File: src/rtl/hs32_div_pkg.sv
// Shared types for the hs32 divider: FSM state encoding and iteration-counter sizing.
package hs32_div_pkg;

  localparam int unsigned DEF_WIDTH = 32;

  typedef enum logic [1:0] {
    IDLE = 2'd0,
    CALC = 2'd1,
    FIX  = 2'd2,
    DONE = 2'd3
  } state_e;

  function automatic int unsigned cnt_width(input int unsigned width);
    return (width > 1) ? $clog2(width) : 1;
  endfunction

endpackage

File: src/rtl/hs32_div_adder.sv
// Plain ripple adder with carry-in; the extra top bit of out_o is the carry-out.
module hs32_adder #(
  parameter int W = 33
) (
  input  logic [W-1:0] a_i,
  input  logic [W-1:0] b_i,
  input  logic         ci_i,
  output logic [W:0]   out_o
);

  assign out_o = {1'b0, a_i} + {1'b0, b_i} + {{W{1'b0}}, ci_i};

endmodule

File: src/rtl/hs32_div.sv
// Iterative restoring radix-2 divider, signed or unsigned, one quotient bit per clock.
//   state | meaning
//   IDLE  | ready for a request; operands captured on handshake
//   CALC  | WIDTH shift/subtract iterations, MSB first
//   FIX   | apply operand signs, load result registers
//   DONE  | result held until the consumer takes it
module hs32_div
  import hs32_div_pkg::*;
#(
  parameter int WIDTH = DEF_WIDTH
) (
  input  logic             clk,
  input  logic             reset,
  input  logic             req_valid,
  output logic             req_ready,
  input  logic             signed_op,
  input  logic [WIDTH-1:0] dividend,
  input  logic [WIDTH-1:0] divisor,
  output logic             rsp_valid,
  input  logic             rsp_ready,
  output logic [WIDTH-1:0] quotient,
  output logic [WIDTH-1:0] remainder,
  output logic             div_zero
);

  localparam int CW = cnt_width(WIDTH);

  state_e           state_q, state_d;
  logic [CW-1:0]    cnt_q, cnt_d;
  logic [WIDTH-1:0] quot_q, quot_d;
  logic [WIDTH-1:0] rem_q, rem_d;
  logic [WIDTH-1:0] dvsr_q, dvsr_d;
  logic             neg_quot_q, neg_quot_d;
  logic             neg_rem_q, neg_rem_d;
  logic [WIDTH-1:0] quotient_q, quotient_d;
  logic [WIDTH-1:0] remainder_q, remainder_d;
  logic             div_zero_q, div_zero_d;

  logic             dvd_neg, dvs_neg;
  logic [WIDTH-1:0] dvd_mag, dvs_mag;
  logic [WIDTH:0]   trial_a;
  logic [WIDTH+1:0] trial_sum;
  logic             no_borrow;
  logic             unused_trial_msb;

  assign dvd_neg = signed_op & dividend[WIDTH-1];
  assign dvs_neg = signed_op & divisor[WIDTH-1];
  assign dvd_mag = dvd_neg ? (~dividend + WIDTH'(1)) : dividend;
  assign dvs_mag = dvs_neg ? (~divisor + WIDTH'(1)) : divisor;

  // Shifted partial remainder with the next dividend bit, minus the divisor.
  assign trial_a = {rem_q, quot_q[WIDTH-1]};

  hs32_adder #(.W(WIDTH + 1)) u_trial (
    .a_i   (trial_a),
    .b_i   (~{1'b0, dvsr_q}),
    .ci_i  (1'b1),
    .out_o (trial_sum)
  );

  assign no_borrow        = trial_sum[WIDTH+1];
  // An accepted difference is always below the divisor, so bit WIDTH is zero.
  assign unused_trial_msb = trial_sum[WIDTH];

  always_comb begin
    state_d     = state_q;
    cnt_d       = cnt_q;
    quot_d      = quot_q;
    rem_d       = rem_q;
    dvsr_d      = dvsr_q;
    neg_quot_d  = neg_quot_q;
    neg_rem_d   = neg_rem_q;
    quotient_d  = quotient_q;
    remainder_d = remainder_q;
    div_zero_d  = div_zero_q;

    case (state_q)
      IDLE: begin
        if (req_valid) begin
          if (divisor == '0) begin
            quotient_d  = '1;
            remainder_d = dividend;
            div_zero_d  = 1'b1;
            state_d     = DONE;
          end else begin
            quot_d     = dvd_mag;
            rem_d      = '0;
            dvsr_d     = dvs_mag;
            neg_quot_d = dvd_neg ^ dvs_neg;
            neg_rem_d  = dvd_neg;
            cnt_d      = '0;
            state_d    = CALC;
          end
        end
      end
      CALC: begin
        quot_d = {quot_q[WIDTH-2:0], no_borrow};
        rem_d  = no_borrow ? trial_sum[WIDTH-1:0] : trial_a[WIDTH-1:0];
        if (cnt_q == CW'(WIDTH - 1)) begin
          cnt_d   = '0;
          state_d = FIX;
        end else begin
          cnt_d = cnt_q + CW'(1);
        end
      end
      FIX: begin
        quotient_d  = neg_quot_q ? (~quot_q + WIDTH'(1)) : quot_q;
        remainder_d = neg_rem_q ? (~rem_q + WIDTH'(1)) : rem_q;
        div_zero_d  = 1'b0;
        state_d     = DONE;
      end
      DONE: begin
        if (rsp_ready) state_d = IDLE;
      end
      default: state_d = IDLE;
    endcase
  end

  always_ff @(posedge clk) begin
    if (reset) begin
      state_q     <= IDLE;
      cnt_q       <= '0;
      quot_q      <= '0;
      rem_q       <= '0;
      dvsr_q      <= '0;
      neg_quot_q  <= 1'b0;
      neg_rem_q   <= 1'b0;
      quotient_q  <= '0;
      remainder_q <= '0;
      div_zero_q  <= 1'b0;
    end else begin
      state_q     <= state_d;
      cnt_q       <= cnt_d;
      quot_q      <= quot_d;
      rem_q       <= rem_d;
      dvsr_q      <= dvsr_d;
      neg_quot_q  <= neg_quot_d;
      neg_rem_q   <= neg_rem_d;
      quotient_q  <= quotient_d;
      remainder_q <= remainder_d;
      div_zero_q  <= div_zero_d;
    end
  end

  assign req_ready = (state_q == IDLE);
  assign rsp_valid = (state_q == DONE);
  assign quotient  = quotient_q;
  assign remainder = remainder_q;
  assign div_zero  = div_zero_q;

endmodule

File: config.mk
export PLATFORM = sky130hd
export DESIGN_NAME = hs32_div
export DESIGN_NICKNAME = d
export VERILOG_FILES = /design/src/rtl/hs32_div_pkg.sv /design/src/rtl/hs32_div_adder.sv /design/src/rtl/hs32_div.sv
export SDC_FILE = /design/constraint.sdc
export NUM_CORES = 1
export LEC_CHECK = 0
export CORE_ASPECT_RATIO = 0.9
export CORE_MARGIN = 2
export CORE_UTILIZATION = 25
export DETAILED_ROUTE_END_ITERATION = 12
export GPL_ROUTABILITY_DRIVEN = 1
export SYNTH_ARGS = -nofsm -noshare
export SYNTH_HDL_FRONTEND = slang
export SYNTH_HIERARCHICAL = 1
export SYNTH_SLANG_ARGS = --single-unit
File: constraint.sdc
create_clock -name clk -period 7 [get_ports clk]
set_input_delay 1.05 -clock clk [delete_from_list [all_inputs] [get_ports clk]]
set_output_delay 1.05 -clock clk [all_outputs]
set_load 0.01 [all_outputs]
==> metrics.md <==
| Metric | Value |
|---|---|
| CP delay by family, top | simple AND/OR/NAND/NOR gates |
| Num CTS Buffers | 17 |
| Full die area | 0.0489 mm² |
| Crit share post-route | 0.593 |
| Synth Warn # | 6 |
| Vias in the first global route | 10900 |
| Number of DRC markers in iteration 0 | 869 |
| Leakage power | 5.20 nW |
| IO Count | 136 |
| Dpl ws | 2420 ps |
| Startpoint Class | input port |
| Chip width | 233 µm |
| Final Worst Setup Slack | 2850 ps |
| Setup Buffers After CTS | 0 |
| Cell Rows | 75 |
| Relative slew slack | 0.315 |
| I/O Buffers | ~140 |
| Final setup fails | 0 |
| Total wire length | 39700 µm |
| Hold Buf Count CTS | 0 |
| Unrepaired setup endpoints after global routing | false |
| CTS resizes | 0 |
| Worst Hold Class | register to register |
| Syn Std Cell Area | 0.0118 mm² |
| Maximum vdd drop | 0.185 mV |
| Status | finished, final reports clean |
| Area Growth Syn to Fin | 20.4% |
| Critical Path, Cell by Cell | clkdlybuf4s50_1, nor4_1, and3b_1, nand4_2, a21oi_4, buf_4, nand2_1, a21oi_1 |
| Final hold viol count | 0 |
| Gr usage total | 0.159 |
| Drt drc | 0 |
| Via density | between 5 and 6 |
| Critical path buffers and inverters | 2 |
| Largest net degree at the start of global routing | 99 |
| Final min period | around 4200 ps |
| CTS HTree Levels | 4 |
| Total grt overflow | 0 |
| Worst reg-to-reg setup slack | 3580 ps |
| Crit-path slowest cell | and3b_1 |
| TritonCTS clock tree | done |
| Clock Path Buffers | 2 |
| Die Height | around 210 µm |
| Max Clock Freq | roughly 240 MHz |
| CP Data Arrival Time | 4520 ps |
| Initial antenna violation count | 0 |
| Crit. End Element | register |
| Required time of the critical path | 7360 ps |
| Core area | ~0.047 mm² |
| Clock transition at path regs | 70 ps |
| Wire per inst | 17.8 µm |
| Root Driver | clkbuf_16 |
| Largest stage delay, worst path | 650 ps |
| GP Congestion | 0.915 |
| Setup Skew | 18.3 ps |
| Number of iterations in the first detailed-routing pass | 5 |
| # clock sinks | 170 |
| Final nets | 1705 |
| Critical path type | input port to register |
| Post-Syn Instances | 1525 |
| Initial Utilization | 0.253 |
| Syn avg cell area | between 7 and 8 µm² |
| Routed Antenna Nets | 0 |
| Setup TNS | 0 ps |
| Worst-Margin Slew | 1030 ps |
| Count of pins over their slew limit | 0 |
| Power density over cell area | 289 mW/mm² |
| First-pass GRT wire length | 61400 µm |
| Crit Path Max Fanout | 47 |
| DR vias | ~12000 |
| Worst-Skew Late Latency | 460 ps |
| DP Wirelength | 29500 µm |
| Share of cells above drive strength 1 | 0.0773 |
| Max Cap Viol | 0 |
[final timing paths]
check	from	end	cells after the start
hold / removal	remainder[17]	remainder[17]	2
setup / recovery	divisor[2]	quot_q[16]	8
hold reg to reg	remainder[17]	remainder[17]	2
setup reg to reg	quot_q[31]	rem_q[20]	13
[layout make-up]
cell class / instances / area (µm²)
inverters: 73 / 274
well taps: 616 / 771
diodes: 1 / 2.50
fillers: 4980 / 32400
flip-flops and latches: 170 / 3400
multi-input cells: 1179 / 7710
clock buffers: 19 / 443
repair buffers: 151 / 1470
clock inverters: 13 / 116
[worst register-to-register path, stage by stage, from the launching register on]
cell       delay (ps)
dfxtp_1           470
inv_1             100
fa_1              460
fa_1              420
nand2b_1          180
a21oi_1           350
o21ai_2           180
o2111ai_4         260
a31oi_2           170
o21ai_2           160
xor2_1             80
mux2_2            270
nand3_1            80
a21oi_1            80
[where the power goes]
part / switching [mW] / internal, mW
clock network: 0.442 / 0.502
logic: 1.13 / 0.698
registers: 0.179 / 1.16
[cell usage in the layout, fill, tap and decap left out, drive strengths merged, types with 38 or more instances in the layout]
cell type / count
a21oi: 176
dfxtp: 170
nand2: 168
clkdlybuf4s50: 134
nor2: 93
o21ai: 78
xnor2: 77
inv: 77
xor2: 68
nand3: 58
ha: 42
o211ai: 38
[per-layer routing]
metal / vias to the layer above / wire length, µm / global-route usage
met5: - / 0 / 0
met4: 0 / 1340 / 0.0622
met3: 71 / 2140 / 0.0314
met2: 337 / 18100 / 0.257
met1: 5474 / 18100 / 0.209
li1: 5622 / - / -
[flip-flops by register name (all words and copies together), names as in the netlist]
name,flops
cnt_q,5
quot_q,32
quotient,32
dvsr_q,32
neg_quot_q,1
neg_rem_q,1
state_q,2
div_zero,1
remainder,32
rem_q,32
[stage by stage]
stage / hold slack (ps) / std cells / utilization / instance area (µm²) / power (mW)
3_5_place_dp: 446 / 2189 / 0.293 / 13600 / 3.17
3_3_place_gp: 444 / 2189 / 0.293 / 13600 / 3.13
6_report: 456 / 2222 / 0.305 / 14200 / 4.11
5_1_grt: 482 / 2221 / 0.305 / 14200 / 4.38
4_1_cts: 455 / 2221 / 0.305 / 14200 / 4.12
2_1_floorplan: 436 / 1526 / - / 11800 / 2.57
(Power assumes the default switching activity.)
==> edit 1 (same flow settings) <==
Add an input register stage for `divisor`, with the module's reset; this delays it by one clock. The other inputs are not delayed to match.
--- a/src/rtl/hs32_div.sv
+++ b/src/rtl/hs32_div.sv
@@ -26,4 +26,14 @@
   localparam int CW = cnt_width(WIDTH);
 
+  logic [WIDTH-1:0] divisor_q;
+
+  always_ff @(posedge clk) begin
+    if (reset) begin
+      divisor_q <= '0;
+    end else begin
+      divisor_q <= divisor;
+    end
+  end
+
   state_e           state_q, state_d;
   logic [CW-1:0]    cnt_q, cnt_d;
@@ -45,7 +55,7 @@
 
   assign dvd_neg = signed_op & dividend[WIDTH-1];
-  assign dvs_neg = signed_op & divisor[WIDTH-1];
+  assign dvs_neg = signed_op & divisor_q[WIDTH-1];
   assign dvd_mag = dvd_neg ? (~dividend + WIDTH'(1)) : dividend;
-  assign dvs_mag = dvs_neg ? (~divisor + WIDTH'(1)) : divisor;
+  assign dvs_mag = dvs_neg ? (~divisor_q + WIDTH'(1)) : divisor_q;
 
   // Shifted partial remainder with the next dividend bit, minus the divisor.
@@ -78,5 +88,5 @@
       IDLE: begin
         if (req_valid) begin
-          if (divisor == '0) begin
+          if (divisor_q == '0) begin
             quotient_d  = '1;
             remainder_d = dividend;
Check against the original RTL: not equivalent (Yosys sat finds a counterexample within 4 cycles, from zero or initial values and one cycle with reset high).
==> edit 1 against the original RTL <==
Synthesized cell count rose by 4.9%; largest power group unchanged; combinational power rose by 5%; global-route usage fell by 0.65 points; largest cell class unchanged; via count rose by 4.5%; setup slack improved by 0.42 ns; area after synthesis rose by 7.7%; total power rose by 17%; non-clock buffer count fell by 5; sequential cell count rose by 32; final area rose by 7.9%; wire length rose by 4.2%.
==> edit 1: results (changes against the original RTL) <==
stage,metric,value,unit,change
cells_and_area,final std cells w/o fill,2353,,+5.9%
worst_setup_path,CP Max Fanout,36,,-23%
global_route,vias in the first global route,11030,,+0.73%
clock_network,Resize count post-CTS,0,,unchanged
worst_setup_path,reg2reg path depth,7,,-6
clock_network,Root Buffer,clkbuf_16,,
sta,Worst-Margin Slew,1.195,ns,+0.1672 ns
routing,drt initial violations,986,,+13%
worst_setup_path,Worst EP arrival,4.08,ns,-0.44 ns
worst_setup_path,Crit-path slowest cell,nor2_2,,
placed_design,pre-CTS WS,3.279,ns,+0.8540 ns
placed_design,Placer Congestion,0.9405,,+2.8%
cells_and_area,layout cell share with drive strength beyond 1,0.07536,,-0.001900
clock_network,"Setup Fix Bufs, Post-CTS",0,,unchanged
routing,via/cell ratio,5.108,,-1.3%
clock_network,clk_lat worst skew,0.54,ns,+0.08 ns
placed_design,Final HPWL DP,30.44,mm,+3.1%
placed_design,"Cell Area, Placed",14480,um2,+6.3%
power_and_ir_drop,maximum vdd drop,0.2249,mV,+22%
clock_network,clock buffer depth,3,,+1
global_route,largest net degree at the start of global routing,110,,+11%
clock_network,H-tree levels,1,,-3
cells_and_area,final core utilization,0.3045,,about the same
sta,Fin Clk Skew,0.01721,ns,-0.001074 ns
min_path,Hold WC Path Type,reg -> reg,,
routing,final WL,41.33,mm,+4.2%
worst_setup_path,Crit path largest cell delay,0.94,ns,+0.29 ns
outcome,outcome,completed,,
synth,YS warnings,6,,unchanged
placed_design,IO buf count,135,,unchanged
clock_network,CTS buffer count,24,,+7
global_route,first-pass GRT wire length,64.34,mm,+4.8%
global_route,Overall Global Routing Usage,0.1529,,-0.006528
cells_and_area,"Net count, final",1770,,+3.8%
global_route,initial antenna violation count,1,,+1
power_and_ir_drop,Internal,2857,uW,+21%
min_path,Hold Path Cell Cnt,2,,unchanged
cells_and_area,Fill cells,5303,,+6.5%
routing,First-pass DRT Iterations,6,,+1
synth,average cell area after synthesis,7.929,um2,+2.6%
placed_design,dpl cells,2311,,+5.6%
power_and_ir_drop,LEAKAGE,0.005600,uW,+7.6%
## edit 1: changes by cell type in the layout (fill, tap and decap cells not counted), sizes merged, moves of 14 or more
cell	unedited run	this run
nor2b	7	37
xnor2	77	48
o21ai	78	64
a211oi	31	59
a21oi	176	153
dfxtp	170	202
xor2	68	94
nor2	93	125
## edit 1: worst paths after layout
check / to / slack (ns) / startpoint
max: quotient[21]$_SDFFE_PP0P_ / 3.27 / divisor_q[6]$_SDFF_PP0_
max reg2reg: quotient[21]$_SDFFE_PP0P_ / 3.27 / divisor_q[6]$_SDFF_PP0_
min reg2reg: remainder[8]$_SDFFE_PP0P_ / 0.45 / remainder[8]$_SDFFE_PP0P_
min: remainder[8]$_SDFFE_PP0P_ / 0.45 / remainder[8]$_SDFFE_PP0P_
## edit 1: final cells by class
type                            count  share of cell area
Multi-Input combinational cell   1209              0.5146
Sequential cell                   202              0.2643
Timing Repair Buffer              146             0.09379
Tap cell                          680             0.05560
Clock buffer                       31             0.04358
Inverter                           74             0.01815
Clock inverter                     10            0.009812
Antenna cell                        1           0.0001635
## edit 1: layer usage
metal	track usage	up-vias	share of wire	wire, um
li1	-	5815	-	-
met1	0.2252	5715	0.48	19970
met2	0.2210	435	0.41	17090
met3	0.03899	53	0.085	3521
met4	0.03333	0	0.018	748
met5	0	-	0	0
## edit 1: power groups by stage
| stage | clock network (uW) | registers (uW) | logic, uW |
|---|---|---|---|
| after floorplan | 0 | 1540 | 1320 |
| after global placement | 0 | 1580 | 1870 |
| after detailed placement | 0 | 1590 | 1890 |
| after CTS | 1330 | 1570 | 1900 |
| after global routing | 1380 | 1600 | 2120 |
| final | 1310 | 1570 | 1930 |
## edit 1: critical path, delay by kind of cell (launching register included)
family,cells,cell delay [ns]
flops,1,0.39
buf+inv,1,0.29
compound gates,2,0.33
simple gates,4,2.51
==> edit 2 (same settings) <==
Without the edit above. The package constant `DEF_WIDTH` goes from 32 to 48.
--- a/src/rtl/hs32_div_pkg.sv
+++ b/src/rtl/hs32_div_pkg.sv
@@ -2,5 +2,5 @@
 package hs32_div_pkg;
 
-  localparam int unsigned DEF_WIDTH = 32;
+  localparam int unsigned DEF_WIDTH = 48;
 
   typedef enum logic [1:0] {
Interface: changed (resized dividend, divisor, quotient and remainder); port bits go from 136 to 200. The function was not compared with the original's and may differ.
==> edit 2 against the original RTL <==
Total power is 53% higher; largest power group unchanged; register-to-register slack worse by 0.87 ns; area after synthesis is 53% higher; synthesized cell count is 57% higher; critical path type unchanged; critical endpoint is now quotient[6]$_SDFFE_PP0P_; cell count is 54% higher; wire length is 68% higher; final area is 53% higher; sequential cell count is 81 higher; clock power is 74% higher; setup slack worse by 0.29 ns; via count is 56% higher.
==> edit 2: results (changes against the original RTL) <==
stage,metric,value,unit,change
cells_and_area,layout cell share with drive strength beyond 1,0.06777,,-0.009489
outcome,outcome,completed,,
global_route,initial antenna violation count,3,,+3
worst_setup_path,Crit-path slowest cell,nor2_4,,
clock_network,CTS buffer count,29,,+12
global_route,GRT met1 Usage,0.2575,,+0.04817
routing,Wirelength per Cell,19.42,um,+8.8%
placed_design,Final HPWL DP,50.26,mm,+70%
clock_network,clock buffer depth,3,,+1
routing,drt initial violations,1832,,+110%
cells_and_area,final std cells w/o fill,3430,,+54%
worst_setup_path,Crit path largest cell delay,1.00,ns,+0.35 ns
routing,met3 WL,5.114,mm,+140%
cells_and_area,"Net count, final",2619,,+54%
routing,met2 WL,27.95,mm,+54%
routing,M1 WL,32.05,mm,+77%
sta,Slew HR,0.1796,,-0.1352
worst_setup_path,CP Max Fanout,64,,+36%
placed_design,"Cell Area, Placed",20680,um2,+52%
sta,Fin Clk Skew,0.01434,ns,-0.003948 ns
global_route,vias in the first global route,16000,,+46%
routing,via/cell ratio,5.246,,+1.3%
global_route,GR Layer Usage met3,0.02782,,-0.003568
placed_design,Placer Congestion,0.9407,,+2.9%
power_and_ir_drop,maximum vdd drop,0.2152,mV,+16%
global_route,met2 usage,0.2554,,-0.001303
routing,top sig layer,met5,,
power_and_ir_drop,LEAKAGE,0.007787,uW,+50%
global_route,largest net degree at the start of global routing,104,,+5.1%
placed_design,IO buf count,199,,+47%
-- edit 2: path summary, 6_finish.rpt --
path                                   start                          to
setup reg to reg     quot_q[47]$_SDFFE_PP0P_      rem_q[27]$_SDFFE_PP0P_
setup / recovery                 divisor[11]    quotient[6]$_SDFFE_PP0P_
hold / removal    remainder[18]$_SDFFE_PP0P_  remainder[18]$_SDFFE_PP0P_
hold reg to reg   remainder[18]$_SDFFE_PP0P_  remainder[18]$_SDFFE_PP0P_
-- edit 2: report_power, final --
| part | internal, uW | total, uW | switching [uW] |
|---|---|---|---|
| clock | 970 | 1640 | 674 |
| sequential | 1690 | 1940 | 245 |
| combinational | 987 | 2710 | 1720 |
| total | 3650 | 6290 | 2640 |
-- edit 2: final cells by class --
class,instances,area share
antenna,1,0.0001154
clock buffer,35,0.03589
clock inverter,16,0.01016
inverter,100,0.01731
multi-input combinational,1856,0.5505
sequential,251,0.2317
tap,950,0.05482
timing repair buffer,221,0.09953
